--- config.mk ---
export PLATFORM = sky130hd
export DESIGN_NAME = timer_alert_flat
export DESIGN_NICKNAME = d
export VERILOG_FILES = /design/src/rtl/timer_alert_if.sv /design/src/rtl/timer_alert.sv /design/src/flat_wrapper.sv
export SDC_FILE = /design/constraint.sdc
export NUM_CORES = 1
export LEC_CHECK = 0
export ABC_CLOCK_PERIOD_IN_PS = 2100
export BUFFER_PORTS_ARGS = -buffer_cell sky130_fd_sc_hd__buf_2
export CORE_MARGIN = 4
export CORE_UTILIZATION = 40
export DETAILED_ROUTE_END_ITERATION = 8
export GPL_ROUTABILITY_DRIVEN = 1
export SYNTH_ARGS = -nofsm -noshare
export SYNTH_HDL_FRONTEND = slang
export SYNTH_SLANG_ARGS = --single-unit
--- constraint.sdc ---
create_clock -name OSClk -period 2.1 [get_ports OSClk]
set_input_delay 0.21 -clock OSClk [delete_from_list [all_inputs] [get_ports OSClk]]
set_output_delay 0.21 -clock OSClk [all_outputs]
set_load 0.1 [all_outputs]
--- src/rtl/timer_alert_if.sv ---
// Signal bundle between the elapsed-time counter/user controls and the alert block.
interface timer_alert_if;
    logic       start;
    logic [3:0] one_digits;
    logic [3:0] ten_digits;
    logic       done;
    logic       ack;
    logic       warn_led;
    logic       buzzer;
    logic       alarm_active;
    logic [2:0] burst_cnt;
    logic       bcd_err;

    // Driver side: upstream counter and user controls.
    modport master (
        output start, one_digits, ten_digits, done, ack,
        input  warn_led, buzzer, alarm_active, burst_cnt, bcd_err
    );

    // Alert block side.
    modport slave (
        input  start, one_digits, ten_digits, done, ack,
        output warn_led, buzzer, alarm_active, burst_cnt, bcd_err
    );
endinterface

--- src/rtl/timer_alert.sv ---
// Timer alert: warning LED near the end of the countdown, then a burst/pause buzzer
// alarm that auto-silences after MAX_BURSTS bursts or on user acknowledge.
module timer_alert #(
    parameter int unsigned WARN_AT    = 40,
    parameter int unsigned BURST_LEN  = 6,
    parameter int unsigned MAX_BURSTS = 3
) (
    input  logic         OSClk,
    input  logic         reset,
    timer_alert_if.slave bus
);

    typedef enum logic [2:0] {
        StIdle,
        StRun,
        StWarn,
        StAlarm,
        StPause,
        StSilent
    } state_e;

    localparam int unsigned      PhaseW    = (BURST_LEN > 1) ? $clog2(BURST_LEN) : 1;
    localparam logic [PhaseW-1:0] PhaseLast = PhaseW'(BURST_LEN - 1);
    localparam logic [2:0]        MaxBursts = 3'(MAX_BURSTS);
    localparam logic [6:0]        WarnAt    = 7'(WARN_AT);

    state_e            state_q, state_d;
    logic [PhaseW-1:0] phase_q, phase_d;
    logic              warn_led_q, warn_led_d;
    logic              buzzer_q, buzzer_d;
    logic              alarm_active_q, alarm_active_d;
    logic [2:0]        burst_cnt_q, burst_cnt_d;
    logic              bcd_err_q, bcd_err_d;

    logic       digit_bad;
    logic [6:0] elapsed;
    logic       at_warn;

    // Elapsed seconds from the BCD digits; a malformed digit suppresses the threshold test.
    always_comb begin
        digit_bad = (bus.one_digits > 4'd9) || (bus.ten_digits > 4'd9);
        elapsed   = 7'(bus.ten_digits) * 7'd10 + 7'(bus.one_digits);
        at_warn   = !digit_bad && (elapsed >= WarnAt);
    end

    // Next-state and next-output computation.
    always_comb begin
        state_d     = state_q;
        phase_d     = phase_q;
        buzzer_d    = buzzer_q;
        burst_cnt_d = burst_cnt_q;
        bcd_err_d   = bcd_err_q | digit_bad;

        case (state_q)
            StIdle: begin
                if (bus.done) begin
                    state_d = StAlarm;
                end else if (bus.start) begin
                    state_d = StRun;
                end
            end
            StRun: begin
                // done wins over the warning threshold so a late warning never flashes
                if (bus.done) begin
                    state_d = StAlarm;
                end else if (!bus.start) begin
                    state_d = StIdle;
                end else if (at_warn) begin
                    state_d = StWarn;
                end
            end
            StWarn: begin
                if (bus.done) begin
                    state_d = StAlarm;
                end else if (!bus.start) begin
                    state_d = StIdle;
                end
            end
            StAlarm: begin
                if (bus.ack) begin
                    state_d = StSilent;
                end else if (phase_q == PhaseLast) begin
                    state_d = StPause;
                    phase_d = '0;
                end else begin
                    phase_d  = phase_q + PhaseW'(1);
                    buzzer_d = ~buzzer_q;
                end
            end
            StPause: begin
                if (bus.ack) begin
                    state_d = StSilent;
                end else if (phase_q == PhaseLast) begin
                    state_d = (burst_cnt_q < MaxBursts) ? StAlarm : StSilent;
                end else begin
                    phase_d = phase_q + PhaseW'(1);
                end
            end
            StSilent: begin
                state_d = StSilent;
            end
            default: begin
                state_d = StIdle;
            end
        endcase

        // Every fresh burst starts with the tone on and counts itself.
        if ((state_d == StAlarm) && (state_q != StAlarm)) begin
            buzzer_d = 1'b1;
            phase_d  = '0;
            if (burst_cnt_q < MaxBursts) begin
                burst_cnt_d = burst_cnt_q + 3'd1;
            end
        end
        if (state_d != StAlarm) begin
            buzzer_d = 1'b0;
        end

        warn_led_d     = (state_d == StWarn);
        alarm_active_d = (state_d == StAlarm) || (state_d == StPause);
    end

    // State and registered outputs; reset clears everything without waiting for a tick.
    always_ff @(posedge OSClk or negedge reset) begin
        if (!reset) begin
            state_q        <= StIdle;
            phase_q        <= '0;
            warn_led_q     <= 1'b0;
            buzzer_q       <= 1'b0;
            alarm_active_q <= 1'b0;
            burst_cnt_q    <= 3'd0;
            bcd_err_q      <= 1'b0;
        end else begin
            state_q        <= state_d;
            phase_q        <= phase_d;
            warn_led_q     <= warn_led_d;
            buzzer_q       <= buzzer_d;
            alarm_active_q <= alarm_active_d;
            burst_cnt_q    <= burst_cnt_d;
            bcd_err_q      <= bcd_err_d;
        end
    end

    assign bus.warn_led     = warn_led_q;
    assign bus.buzzer       = buzzer_q;
    assign bus.alarm_active = alarm_active_q;
    assign bus.burst_cnt    = burst_cnt_q;
    assign bus.bcd_err      = bcd_err_q;

endmodule
--- src/flat_wrapper.sv ---
// flat-port wrapper written by rule: the top's interface ports become plain ports
module timer_alert_flat 
#(
    parameter int unsigned WARN_AT    = 40,
    parameter int unsigned BURST_LEN  = 6,
    parameter int unsigned MAX_BURSTS = 3
)
  (OSClk, reset, bus_start, bus_one_digits, bus_ten_digits, bus_done, bus_ack, bus_warn_led, bus_buzzer, bus_alarm_active, bus_burst_cnt, bus_bcd_err);
  timer_alert_if bus_i ();
  input  logic OSClk;
  input  logic reset;
  input wire logic [$bits(bus_i.start)-1:0] bus_start;
  input wire logic [$bits(bus_i.one_digits)-1:0] bus_one_digits;
  input wire logic [$bits(bus_i.ten_digits)-1:0] bus_ten_digits;
  input wire logic [$bits(bus_i.done)-1:0] bus_done;
  input wire logic [$bits(bus_i.ack)-1:0] bus_ack;
  output wire logic [$bits(bus_i.warn_led)-1:0] bus_warn_led;
  output wire logic [$bits(bus_i.buzzer)-1:0] bus_buzzer;
  output wire logic [$bits(bus_i.alarm_active)-1:0] bus_alarm_active;
  output wire logic [$bits(bus_i.burst_cnt)-1:0] bus_burst_cnt;
  output wire logic [$bits(bus_i.bcd_err)-1:0] bus_bcd_err;
  assign bus_i.start = bus_start;
  assign bus_i.one_digits = bus_one_digits;
  assign bus_i.ten_digits = bus_ten_digits;
  assign bus_i.done = bus_done;
  assign bus_i.ack = bus_ack;
  assign bus_warn_led = bus_i.warn_led;
  assign bus_buzzer = bus_i.buzzer;
  assign bus_alarm_active = bus_i.alarm_active;
  assign bus_burst_cnt = bus_i.burst_cnt;
  assign bus_bcd_err = bus_i.bcd_err;
  timer_alert #(.WARN_AT(WARN_AT), .BURST_LEN(BURST_LEN), .MAX_BURSTS(MAX_BURSTS)) u_core (.OSClk(OSClk), .reset(reset), .bus(bus_i));
endmodule
==> summary.md <==
| Metric | Value |
|---|---|
| Die Y | 59.2 um |
| Root Driver | clkbuf_4 |
| DR vias/cell | 5.18 |
| Top cells by area, synth | dfrtp_1 (31%), ha_1 (11%), a21oi_1 (5.7%) |
| DRC | 0 |
| Die Area | around 3500 um^2 |
| Clk_lat worst skew | 0.27 ns |
| Area growth from synthesis to layout | 38.0% |
| Sw Pwr | 0.00103 W |
| Pleak | around 0.65 nW |
| Status | finished, violations left |
| Worst Slack Setup Final | -0.175 ns |
| Final Max Slew Viols | 0 |
| Grt ovf | 0 |
| CTS tree | built |
| CP Max Fanout | 8 |
| Syn Nets | 132 |
| Nets | approximately 170 |
| Min Hold Slack | 0.314 ns |
| Crit Path Class | input port to flip-flop |
| DR WL/cell | ~14 um |
| Port Buffers | 18 |
| Routability cong. | roughly 0.83 |
| EDFF count, synth | 0 |
| Fin. Hold Viols | 0 |
| Maxcap violations | 0 |
| Global Route Usage Sum | between 10% and 20% |
| Pre-CTS setup slack | -0.550 ns |
| Cell with the most instances after synthesis | dfrtp_1 |
| Layout Cell Area excl Fill | ~1400 um^2 |
| Initial DRT Pass Iterations | 4 |
| Fin crit period | approximately 2.3 ns |
| Dominant synthesized flop cell | dfrtp_1 |
| Clock group share of total power | under 10% |
| Power Dens Cells | ~1400 nW/um^2 |
| Comb power frac | 68.6% |
| Data required time of the worst path | around 2.3 ns |
| Share of the synthesized area in the top cell type | between 30% and 40% |
| Least-Margin Pin Slew | 0.487 ns |
| Num ports | 20 |
| Clk sink count | 13 |
| Clock tree buffer depth | 2 |
| Async set or reset register ratio after synthesis | 100% |
| Crit share post-route | 108% |
| Largest net degree at the start of global routing | 14 |
| Yosys top cell by area | dfrtp_1 |
| Average cell area after synthesis | slightly below 10 um^2 |
| Finish-stage setup viols | 7 |
| Core area | 2480 um^2 |
| Antenna Nets Post-Route | 0 |
| Commonest cells in the netlist | dfrtp_1 (13), a21oi_1 (12), ha_1 (9), inv_1 (8), nor2_1 (8) |
| Placed cells | about 170 |
| Vias in the first global route | approximately 850 |
| Synth unique cells | 43 |
| Class of the worst hold path | input port to flip-flop |
| Endpoint type of the worst setup path | flip-flop |
| Fmax | 439 MHz |
| Rows | 18 |
| Worst EP arrival | ~2.4 ns |
| Initial Utilization | 42.3% |
| Slew HR | between 60% and 70% |
| Layout cell share with drive strength beyond 1 | ~46% |
| 1st-iter DRT viols | 24 |
| Reg clk slew, reported paths | 0.08 ns |
| Vias | roughly 930 |
| Peak supply drop | roughly 1200 uV |
| Number of synthesized register bits | 13 |
| Initial antenna violation count | 0 |
| Seq/Total Area, Yosys | just over 30% |
| ANT cells | 0 |
| Worst Skew | around 0.0053 ns |
| YS warnings | 0 |
| Placed cell areas | roughly 1300 um^2 |
| DPL Wire Length | 1.91 mm |
| Mapped Area | around 1000 um^2 |
| Failing checks | negative setup slack |
| Fin cells | around 180 |
| H-tree levels | 1 |
| CP Launch Type | input port |
| Cts bufs inserted | 3 |
| Sequential share of power | between 20% and 30% |
| Cell internal pwr | between 0.0009 and 0.001 W |
| Synth Instances | between 100 and 150 |
| First-pass GRT wire length | 4.05 mm |
| Unrepaired setup endpoints after global routing | yes |
| Die W | a little under 60 um |
| Setup tns final | -0.584 ns |
| Post-Route WL | around 2.4 mm |
| Switching Share | 52.2% |
==> repair_timing <==
action                                  in CTS  in global routing
buffers inserted                             0                  2
endpoints found under the setup margin       7                  8
endpoints found under the hold margin       13                  0
resized for setup                            8                  8
pin swaps                                    6                  4
hold buffers                                 1                  0
cloned                                       0                  0
==> worst max-delay path, stage by stage <==
cell     delay, ns
buf_8         0.10
ha_4          0.24
ha_4          0.15
inv_2         0.04
fa_2          0.46
and2b_2       0.23
o41ai_4       0.34
nand2_1       0.11
a21o_4        0.24
mux2_4        0.29
==> stage by stage <==
stage               utilization, %  power, W
finish                        58.3   0.00198
global route                  58.3   0.00212
CTS                           56.0   0.00189
detailed placement            53.3   0.00170
global placement              53.3   0.00169
floorplan                        -   0.00141
==> metal layers <==
metal	share of wire (%)	global-route usage (%)	wire length (um)
met4	0.33	4.85	8
met3	5.0	1.53	120
met1	53	24.6	1270
met2	42	20.3	1020
met5	0	0	0
==> power groups by stage <==
stage / sequential [W] / combinational (W) / clock, W
after floorplan: 0.000826 / 0.000585 / 0
after global placement: 0.000470 / 0.00122 / 0
after detailed placement: 0.000473 / 0.00123 / 0
after CTS: 0.000470 / 0.00127 / 0.000153
after global routing: 0.000489 / 0.00146 / 0.000173
final: 0.000469 / 0.00136 / 0.000150
==> path summary, 6_finish.rpt <==
check | start | endpoint | slack (ns) | cells past startpoint
max | bus_ten_digits[3] | u_core.bus.alarm_active$_DFF_PN0_ | -0.18 | 10
min | bus_one_digits[1] | u_core.bus.bcd_err$_DFF_PN0_ | 0.31 | 4
max reg2reg | u_core.phase_q[1]$_DFFE_PN0P_ | u_core.bus.burst_cnt[1]$_DFFE_PN0P_ | 0.09 | 7
min reg2reg | u_core.bus.bcd_err$_DFF_PN0_ | u_core.bus.bcd_err$_DFF_PN0_ | 0.48 | 1
max in group asynchronous | reset | u_core.bus.burst_cnt[0]$_DFFE_PN0P_ | 1.49 | 2
min in group asynchronous | reset | u_core.state_q[1]$_DFF_PN0_ | 0.35 | 2
==> flip-flops by register name, indices dropped and copies added (netlist names) <==
| name | flops |
|---|---|
| u_core.bus.burst_cnt | 3 |
| u_core.phase_q | 3 |
| u_core.state_q | 3 |
| u_core.bus.alarm_active | 1 |
| u_core.bus.bcd_err | 1 |
| u_core.bus.buzzer | 1 |
| u_core.bus.warn_led | 1 |
==> area by class of cell <==
| cell class | count | area (um^2) |
|---|---|---|
| fill | 230 | 1030 |
| multi-input combinational | 84 | 742 |
| sequential | 13 | 332 |
| timing repair buffer | 40 | 278 |
| tap | 30 | 37.5 |
| inverter | 8 | 30.0 |
| clock buffer | 4 | 26.3 |
==> placed cells by master, fill, tap and decap left out, types with 2 or more instances in the layout <==
cell and n:
a211oi_1 2, a21o_1 3, a21oi_1 12, a31oi_1 2
buf_2 16, buf_4 20, buf_6 2, clkbuf_4 3
dfrtp_1 10, dfrtp_2 2, ha_1 6, ha_4 2
inv_1 7, nand2_1 6, nand3_1 3, nor2_1 7
nor2_4 2, nor3_1 3, o21ai_0 4, o41ai_4 2
==> kinds of logic (layout without fill, tap and decap cells) <==
kind of cell	after synthesis	in the layout	share of synthesized area, %
simple gates	33	33	18.0
fa+ha+maj	11	11	14.6
flops	13	13	31.1
xor+xnor	2	2	1.67
compound gates	35	35	25.7
mux	3	3	3.46
buf+inv	11	52	5.50
Note: power is estimated with default switching activity, not from simulation.
